## config.mk

```make
export PLATFORM = sky130hd
export DESIGN_NAME = timer_bank
export DESIGN_NICKNAME = d
export VERILOG_FILES = /design/src/rtl/timer_pkg.sv /design/src/rtl/timer_chan.sv /design/src/rtl/timer_bank.sv
export SDC_FILE = /design/constraint.sdc
export NUM_CORES = 1
export LEC_CHECK = 0
export BUFFER_PORTS_ARGS = -buffer_cell sky130_fd_sc_hd__buf_2
export CELL_PAD_IN_SITES_DETAIL_PLACEMENT = 0
export CELL_PAD_IN_SITES_GLOBAL_PLACEMENT = 1
export CORE_UTILIZATION = 49
export DETAILED_ROUTE_END_ITERATION = 10
export PLACE_DENSITY = 0.84
export SLEW_MARGIN = 20
export SYNTH_ARGS = -nofsm -noshare
export SYNTH_HDL_FRONTEND = slang
export SYNTH_SLANG_ARGS = --single-unit
```

## constraint.sdc

```tcl
create_clock -name clk -period 3.5 [get_ports clk]
set_clock_uncertainty 0.1 [all_clocks]
set_input_delay 0.525 -clock clk [delete_from_list [all_inputs] [get_ports clk]]
set_output_delay 0.525 -clock clk [all_outputs]
set_load 0.01 [all_outputs]
```

## src/rtl/timer_pkg.sv

```systemverilog
// Shared register-map constants and helpers for the timer bank.
// Register offsets and CTRL/STAT bit positions are identical for every channel.
package timer_pkg;

  localparam logic [2:0] OFF_CNT0 = 3'd0;
  localparam logic [2:0] OFF_CNT1 = 3'd1;
  localparam logic [2:0] OFF_CNT2 = 3'd2;
  localparam logic [2:0] OFF_CNT3 = 3'd3;
  localparam logic [2:0] OFF_CTRL = 3'd4;
  localparam logic [2:0] OFF_STAT = 3'd5;
  localparam logic [2:0] OFF_PRE  = 3'd6;

  localparam int B_EN   = 0;
  localparam int B_AUTO = 1;
  localparam int B_IE   = 2;
  localparam int B_LOAD = 7;
  localparam int B_SHOT = 7;

  typedef struct packed {
    logic ie;
    logic auto_rl;
    logic en;
  } ctrl_t;

  // Little-endian byte pick from a value zero-extended to 32 bits.
  function automatic logic [7:0] byte_sel(input logic [31:0] v, input logic [1:0] idx);
    return v[{idx, 3'b000} +: 8];
  endfunction

endpackage

```

## src/rtl/timer_chan.sv

```systemverilog
// One down-counting timer channel: COUNT/RELOAD/SNAP, CTRL, sticky SHOT.
// The per-channel prescaler exists only when TIMER_PRESCALE_EN is defined.
module timer_chan
  import timer_pkg::*;
#(
  parameter int WIDTH = 16
) (
  input  logic       clk,
  input  logic       rst,
  input  logic       wr_i,
  input  logic       rd0_i,
  input  logic [2:0] off_i,
  input  logic [7:0] wdata_i,
  output logic [7:0] rdata_o,
  output logic       irq_req_o
);

  localparam int NB = WIDTH / 8;

  logic [WIDTH-1:0] count_q, count_d;
  logic [WIDTH-1:0] reload_q, reload_d;
  logic [WIDTH-1:0] snap_q, snap_d;
  ctrl_t            ctrl_q, ctrl_d;
  logic             shot_q, shot_d;
  logic [7:0]       pre_s;

  logic ctrl_wr_s, stat_wr_s, load_s, kill_s, tick_s, tick_eff_s, term_s;
  logic [31:0] cnt_ext_s, snap_ext_s;

  assign ctrl_wr_s  = wr_i & (off_i == OFF_CTRL);
  assign stat_wr_s  = wr_i & (off_i == OFF_STAT);
  assign load_s     = ctrl_wr_s & wdata_i[B_LOAD];
  // A CTRL write clearing EN suppresses this cycle's tick, including a terminal one.
  assign kill_s     = ctrl_wr_s & ~wdata_i[B_EN];
  assign tick_eff_s = tick_s & ~kill_s & ~load_s;
  assign term_s     = tick_eff_s & (count_q == '0);

`ifdef TIMER_PRESCALE_EN
  logic [7:0] pre_q, pre_d, psc_q, psc_d;

  assign tick_s = ctrl_q.en & (psc_q == pre_q);
  assign pre_s  = pre_q;

  // Prescaler next state: counts 0..PRE, restarting on EN=0 or LOAD.
  always_comb begin
    pre_d = pre_q;
    psc_d = psc_q;
    if (wr_i && (off_i == OFF_PRE)) begin
      pre_d = wdata_i;
    end else begin
      pre_d = pre_q;
    end
    if (!ctrl_q.en || load_s) begin
      psc_d = 8'd0;
    end else if (psc_q == pre_q) begin
      psc_d = 8'd0;
    end else begin
      psc_d = psc_q + 8'd1;
    end
  end

  // Prescaler registers.
  always_ff @(posedge clk or negedge rst) begin
    if (!rst) begin
      pre_q <= 8'd0;
      psc_q <= 8'd0;
    end else begin
      pre_q <= pre_d;
      psc_q <= psc_d;
    end
  end
`else
  assign tick_s = ctrl_q.en;
  assign pre_s  = 8'd0;
`endif

  // Counter, reload, snapshot, control and status next state.
  always_comb begin
    count_d  = count_q;
    reload_d = reload_q;
    snap_d   = snap_q;
    ctrl_d   = ctrl_q;
    shot_d   = shot_q;

    for (int b = 0; b < NB; b++) begin
      if (wr_i && (off_i == 3'(b))) begin
        reload_d[8*b +: 8] = wdata_i;
      end else begin
        reload_d[8*b +: 8] = reload_q[8*b +: 8];
      end
    end

    if (load_s) begin
      count_d = reload_q;
    end else if (tick_eff_s) begin
      if (count_q != '0) begin
        count_d = count_q - WIDTH'(1);
      end else if (ctrl_q.auto_rl) begin
        count_d = reload_q;
      end else begin
        count_d = '0;
      end
    end else begin
      count_d = count_q;
    end

    if (term_s && !ctrl_q.auto_rl) begin
      ctrl_d.en = 1'b0;
    end else begin
      ctrl_d.en = ctrl_q.en;
    end
    if (ctrl_wr_s) begin
      ctrl_d.en      = wdata_i[B_EN];
      ctrl_d.auto_rl = wdata_i[B_AUTO];
      ctrl_d.ie      = wdata_i[B_IE];
    end else begin
      ctrl_d.auto_rl = ctrl_q.auto_rl;
      ctrl_d.ie      = ctrl_q.ie;
    end

    // Set has priority over a same-cycle write-1-to-clear.
    if (term_s) begin
      shot_d = 1'b1;
    end else if (stat_wr_s && wdata_i[B_SHOT]) begin
      shot_d = 1'b0;
    end else begin
      shot_d = shot_q;
    end

    if (rd0_i) begin
      snap_d = count_q;
    end else begin
      snap_d = snap_q;
    end
  end

  // Channel state registers.
  always_ff @(posedge clk or negedge rst) begin
    if (!rst) begin
      count_q  <= '0;
      reload_q <= '0;
      snap_q   <= '0;
      ctrl_q   <= '0;
      shot_q   <= 1'b0;
    end else begin
      count_q  <= count_d;
      reload_q <= reload_d;
      snap_q   <= snap_d;
      ctrl_q   <= ctrl_d;
      shot_q   <= shot_d;
    end
  end

  assign cnt_ext_s  = 32'(count_q);
  assign snap_ext_s = 32'(snap_q);

  // Read mux: byte 0 is live, bytes 1..3 come from the snapshot taken at byte 0.
  always_comb begin
    rdata_o = 8'd0;
    case (off_i)
      OFF_CNT0: rdata_o = byte_sel(cnt_ext_s, 2'd0);
      OFF_CNT1, OFF_CNT2, OFF_CNT3: begin
        if (int'(off_i) < NB) begin
          rdata_o = byte_sel(snap_ext_s, off_i[1:0]);
        end else begin
          rdata_o = 8'd0;
        end
      end
      OFF_CTRL: rdata_o = {5'b00000, ctrl_q.ie, ctrl_q.auto_rl, ctrl_q.en};
      OFF_STAT: rdata_o = {shot_q, 6'b000000, ctrl_q.en};
      OFF_PRE:  rdata_o = pre_s;
      default:  rdata_o = 8'd0;
    endcase
  end

  assign irq_req_o = shot_q & ctrl_q.ie;

endmodule

```

## src/rtl/timer_bank.sv

```systemverilog
// Bank of NCH timer channels on an 8-bit register bus with a combined irq.
// Optional per-channel prescaler: define TIMER_PRESCALE_EN.
module timer_bank
  import timer_pkg::*;
#(
  parameter  int NCH   = 2,
  parameter  int WIDTH = 16,
  localparam int AW    = 3 + $clog2(NCH)
) (
  input  logic          clk,
  input  logic          rst,
  input  logic          cs,
  input  logic          we,
  input  logic [AW-1:0] addr,
  input  logic [7:0]    dbw,
  output logic [7:0]    dbr,
  output logic          irq
);

  localparam int CW = (NCH > 1) ? $clog2(NCH) : 1;

  logic [CW-1:0]  ch_s;
  logic [2:0]     off_s;
  logic [7:0]     rdata_s [NCH];
  logic [NCH-1:0] req_s;
  logic [7:0]     dbr_q, dbr_d;
  logic           irq_q, irq_d;

  assign off_s = addr[2:0];

  if (NCH > 1) begin : g_multi
    assign ch_s = addr[AW-1:3];
  end else begin : g_single
    assign ch_s = '0;
  end

  for (genvar gi = 0; gi < NCH; gi++) begin : g_chan
    timer_chan #(
      .WIDTH(WIDTH)
    ) u_chan (
      .clk      (clk),
      .rst      (rst),
      .wr_i     (cs & we & (ch_s == CW'(gi))),
      .rd0_i    (cs & ~we & (ch_s == CW'(gi)) & (off_s == OFF_CNT0)),
      .off_i    (off_s),
      .wdata_i  (dbw),
      .rdata_o  (rdata_s[gi]),
      .irq_req_o(req_s[gi])
    );
  end

  // Read data and irq next state; dbr holds between reads.
  always_comb begin
    dbr_d = dbr_q;
    if (cs && !we) begin
      dbr_d = rdata_s[ch_s];
    end else begin
      dbr_d = dbr_q;
    end
    irq_d = |req_s;
  end

  // Output registers.
  always_ff @(posedge clk or negedge rst) begin
    if (!rst) begin
      dbr_q <= 8'd0;
      irq_q <= 1'b0;
    end else begin
      dbr_q <= dbr_d;
      irq_q <= irq_d;
    end
  end

  assign dbr = dbr_q;
  assign irq = irq_q;

endmodule

```

==> out/qor.yml <==
run_status:
  outcome: "completed"
clock_network:
  clock_sinks: 105
  cts_max_path_buffers: 2
  clkLatencyLatePin_ns: 0.39
  cts_hold_buf: 0
  tritoncts: "done"
  numCtsBuffers: 9
  htree_levels: 3
  cts_resized: 0
  cts_root_buf: "clkbuf_8"
  post_cts_buffers: 0
  clk_pin_slew_ns: 0.11
drt:
  wirelength_microns: 13400
  first_pass_iters: 5
  drtIter0Drc: 436
  avgViaCountPerCell: 6.39
  via_count: 4092
  drt-wirelength-per-cell_microns: 20.9
  drc_errors: 0
  ant_nets: 0
cells_and_area:
  syn_to_final_growth_pct: 8.67
  final_common_cell: "dfrtp_1"
  antenna_cells: 0
  drive_above_1_share: 0.115
  seqCellArea_sq_um: 2630
  nFillCells: 909
  multi_input_area_sq_um: 2510
  layout_common_cells: "dfrtp_1 (105), mux2_1 (60), nor2_1 (31)"
  fin_nets: 519
power:
  vdd_ir_drop_max_mv: 0.296
  leakagePower_nw: 2.59
  power_density_nw_per_um2: 718
  p_total_w: 0.00415
grt:
  grt_max_degree: 59
  grt_pass1_vias: 3869
  grt_pass1_wl_microns: 21600
  grt.total_usage: 0.255
  antenna_found_initial: 0
  gr-total-overflow: 0
synthesis:
  synth_flop_cell: "dfrtp_1"
  yosys_warnings: 0
  synth-adder-area-share: 0.00942
  syn-num-nets: 502
  syn_inst: 482
  async_flop_share: 1.00
  syn_area_per_cell_sq_um: 11.0
  synth_mux_area_frac: 0.149
  synth_top_family_by_area: "compound AO/OA/AOI/OAI gates"
  synth_compound_area_frac: 0.179
  synth_xor_area_frac: 0.0181
  ys_ff_latch: 105
  synth_area_leader_cell: "dfrtp_1"
  synth-simple-area-share: 0.118
  synth_seq_area_share: 0.495
  syn_area_sq_um: 5310
  yosysUniqueCellTypes: 59
  ys_top_cells_by_area: "dfrtp_1 (49%), mux2_1 (13%), a221o_1 (2.8%)"
  synth-edff-count: 0
  synth_top_area_frac: 0.495
worst_setup_path:
  worstPathRequired_ns: 3.72
  r2r_cells: 5
  cp-end-kind: "register"
  path_class: "register to register"
  arrival_ns: 2.86
  critPathMaxFanout: 8
  critPathLaunchType: "register"
sta:
  postLayoutSetupSlackWorst_ns: 0.859
  period_share: 0.755
  hold_viol_final: 0
  worst_pin_slew_ns: 0.837
  rsz0062_at_grt: "false"
  maxSlewHeadroom: 0.440
  final_max_slew_viol_count: 0
  setup_tns_ns: 0
  setup_viol: 0
  min_period_ns: 2.64
  fmax_mhz: 379
die:
  die_h_microns: 106
  initial_utilization: 0.510
  io_pins: 25
  num_rows: 37
  dieWidth_microns: 106
  die-area_sq_um: 11300
  coreArea_sq_um: 10400
place:
  portBuffers: 24
  hpwl_microns: 9640
  pre_cts_slack_ns: 0.718
  gp_congestion: 0.909
job:
  cap_violations: 0
min_path:
  holdCritPathClass: "input port to async pin"
==> final cells by class <==
type	count	area share
Sequential cell	105	0.455
Multi-Input combinational cell	340	0.435
Timing Repair Buffer	34	0.0364
Tap cell	136	0.0295
Clock buffer	10	0.0238
Clock inverter	6	0.0141
Inverter	9	0.00585
==> power by group <==
part,internal [W],switching [W]
sequential,0.00155,0.000452
combinational,0.000599,0.000717
clock,0.000369,0.000459
total,0.00252,0.00163
==> per-layer routing <==
layer	GRT usage	share of wire	vias to the layer above
li1	-	-	1855
met1	0.379	0.46	2062
met2	0.378	0.45	163
met3	0.0564	0.074	12
met4	0.0625	0.011	0
met5	0	0	-
==> worst max-delay path, stage by stage (launching register included) <==
cell and delay, ns:
dfrtp_1 0.49, or4_4 0.60, or4_4 0.49, nor2_1 0.37
a31o_2 0.34, a221o_1 0.18
==> metrics by stage <==
stage | cell area, sq um | hold slack, ns | utilization | std cells
after floorplan | 5310 | 0.129 | - | 482
after global placement | 5550 | 0.369 | 0.533 | 624
after detailed placement | 5550 | 0.379 | 0.533 | 624
after CTS | 5770 | 0.124 | 0.554 | 640
after global routing | 5770 | 0.150 | 0.554 | 640
final | 5770 | 0.109 | 0.554 | 640
==> sequential cells by signal (all words and copies together) (netlist names) <==
signal	cells
g_chan.u_chan.snap_q	24
g_chan.u_chan.tick_s	2
g_chan.u_chan.ctrl_q	4
irq	1
g_chan.u_chan.reload_q	32
g_chan.u_chan.count_q	32
dbr	8
g_chan.u_chan.shot_q	2
==> Yosys cell counts (10+ instances only) <==
library cell	instances
nand2_1	29
a211oi_1	13
nand3_1	12
mux2i_1	10
a221o_1	15
mux2_1	60
clkbuf_1	20
nor2_1	31
nor3_1	18
o21ai_1	10
a21oi_1	25
dfrtp_1	105
==> cell families (layout without fill, tap and decap cells) <==
logic type	count (synthesis)	after routing
compound gates	131	131
simple gates	123	123
flops	105	105
mux	71	71
buf+inv	37	59
xor+xnor	11	11
fa+ha+maj	4	4
==> worst paths after layout <==
kind	startpoint	end	slack, ns
worst min register to register	g_chan[0].u_chan.reload_q[11]	g_chan[0].u_chan.reload_q[11]	0.40
worst min-delay path	rst	g_chan[1].u_chan.count_q[15]	0.11
min in group clk	dbw[5]	g_chan[0].u_chan.reload_q[13]	0.32
worst max register to register	g_chan[1].u_chan.count_q[8]	g_chan[1].u_chan.count_q[7]	0.86
worst max-delay path	g_chan[1].u_chan.count_q[8]	g_chan[1].u_chan.count_q[7]	0.86
max in group asynchronous	rst	g_chan[0].u_chan.count_q[12]	2.48
Power figures use the tool's default switching activity.
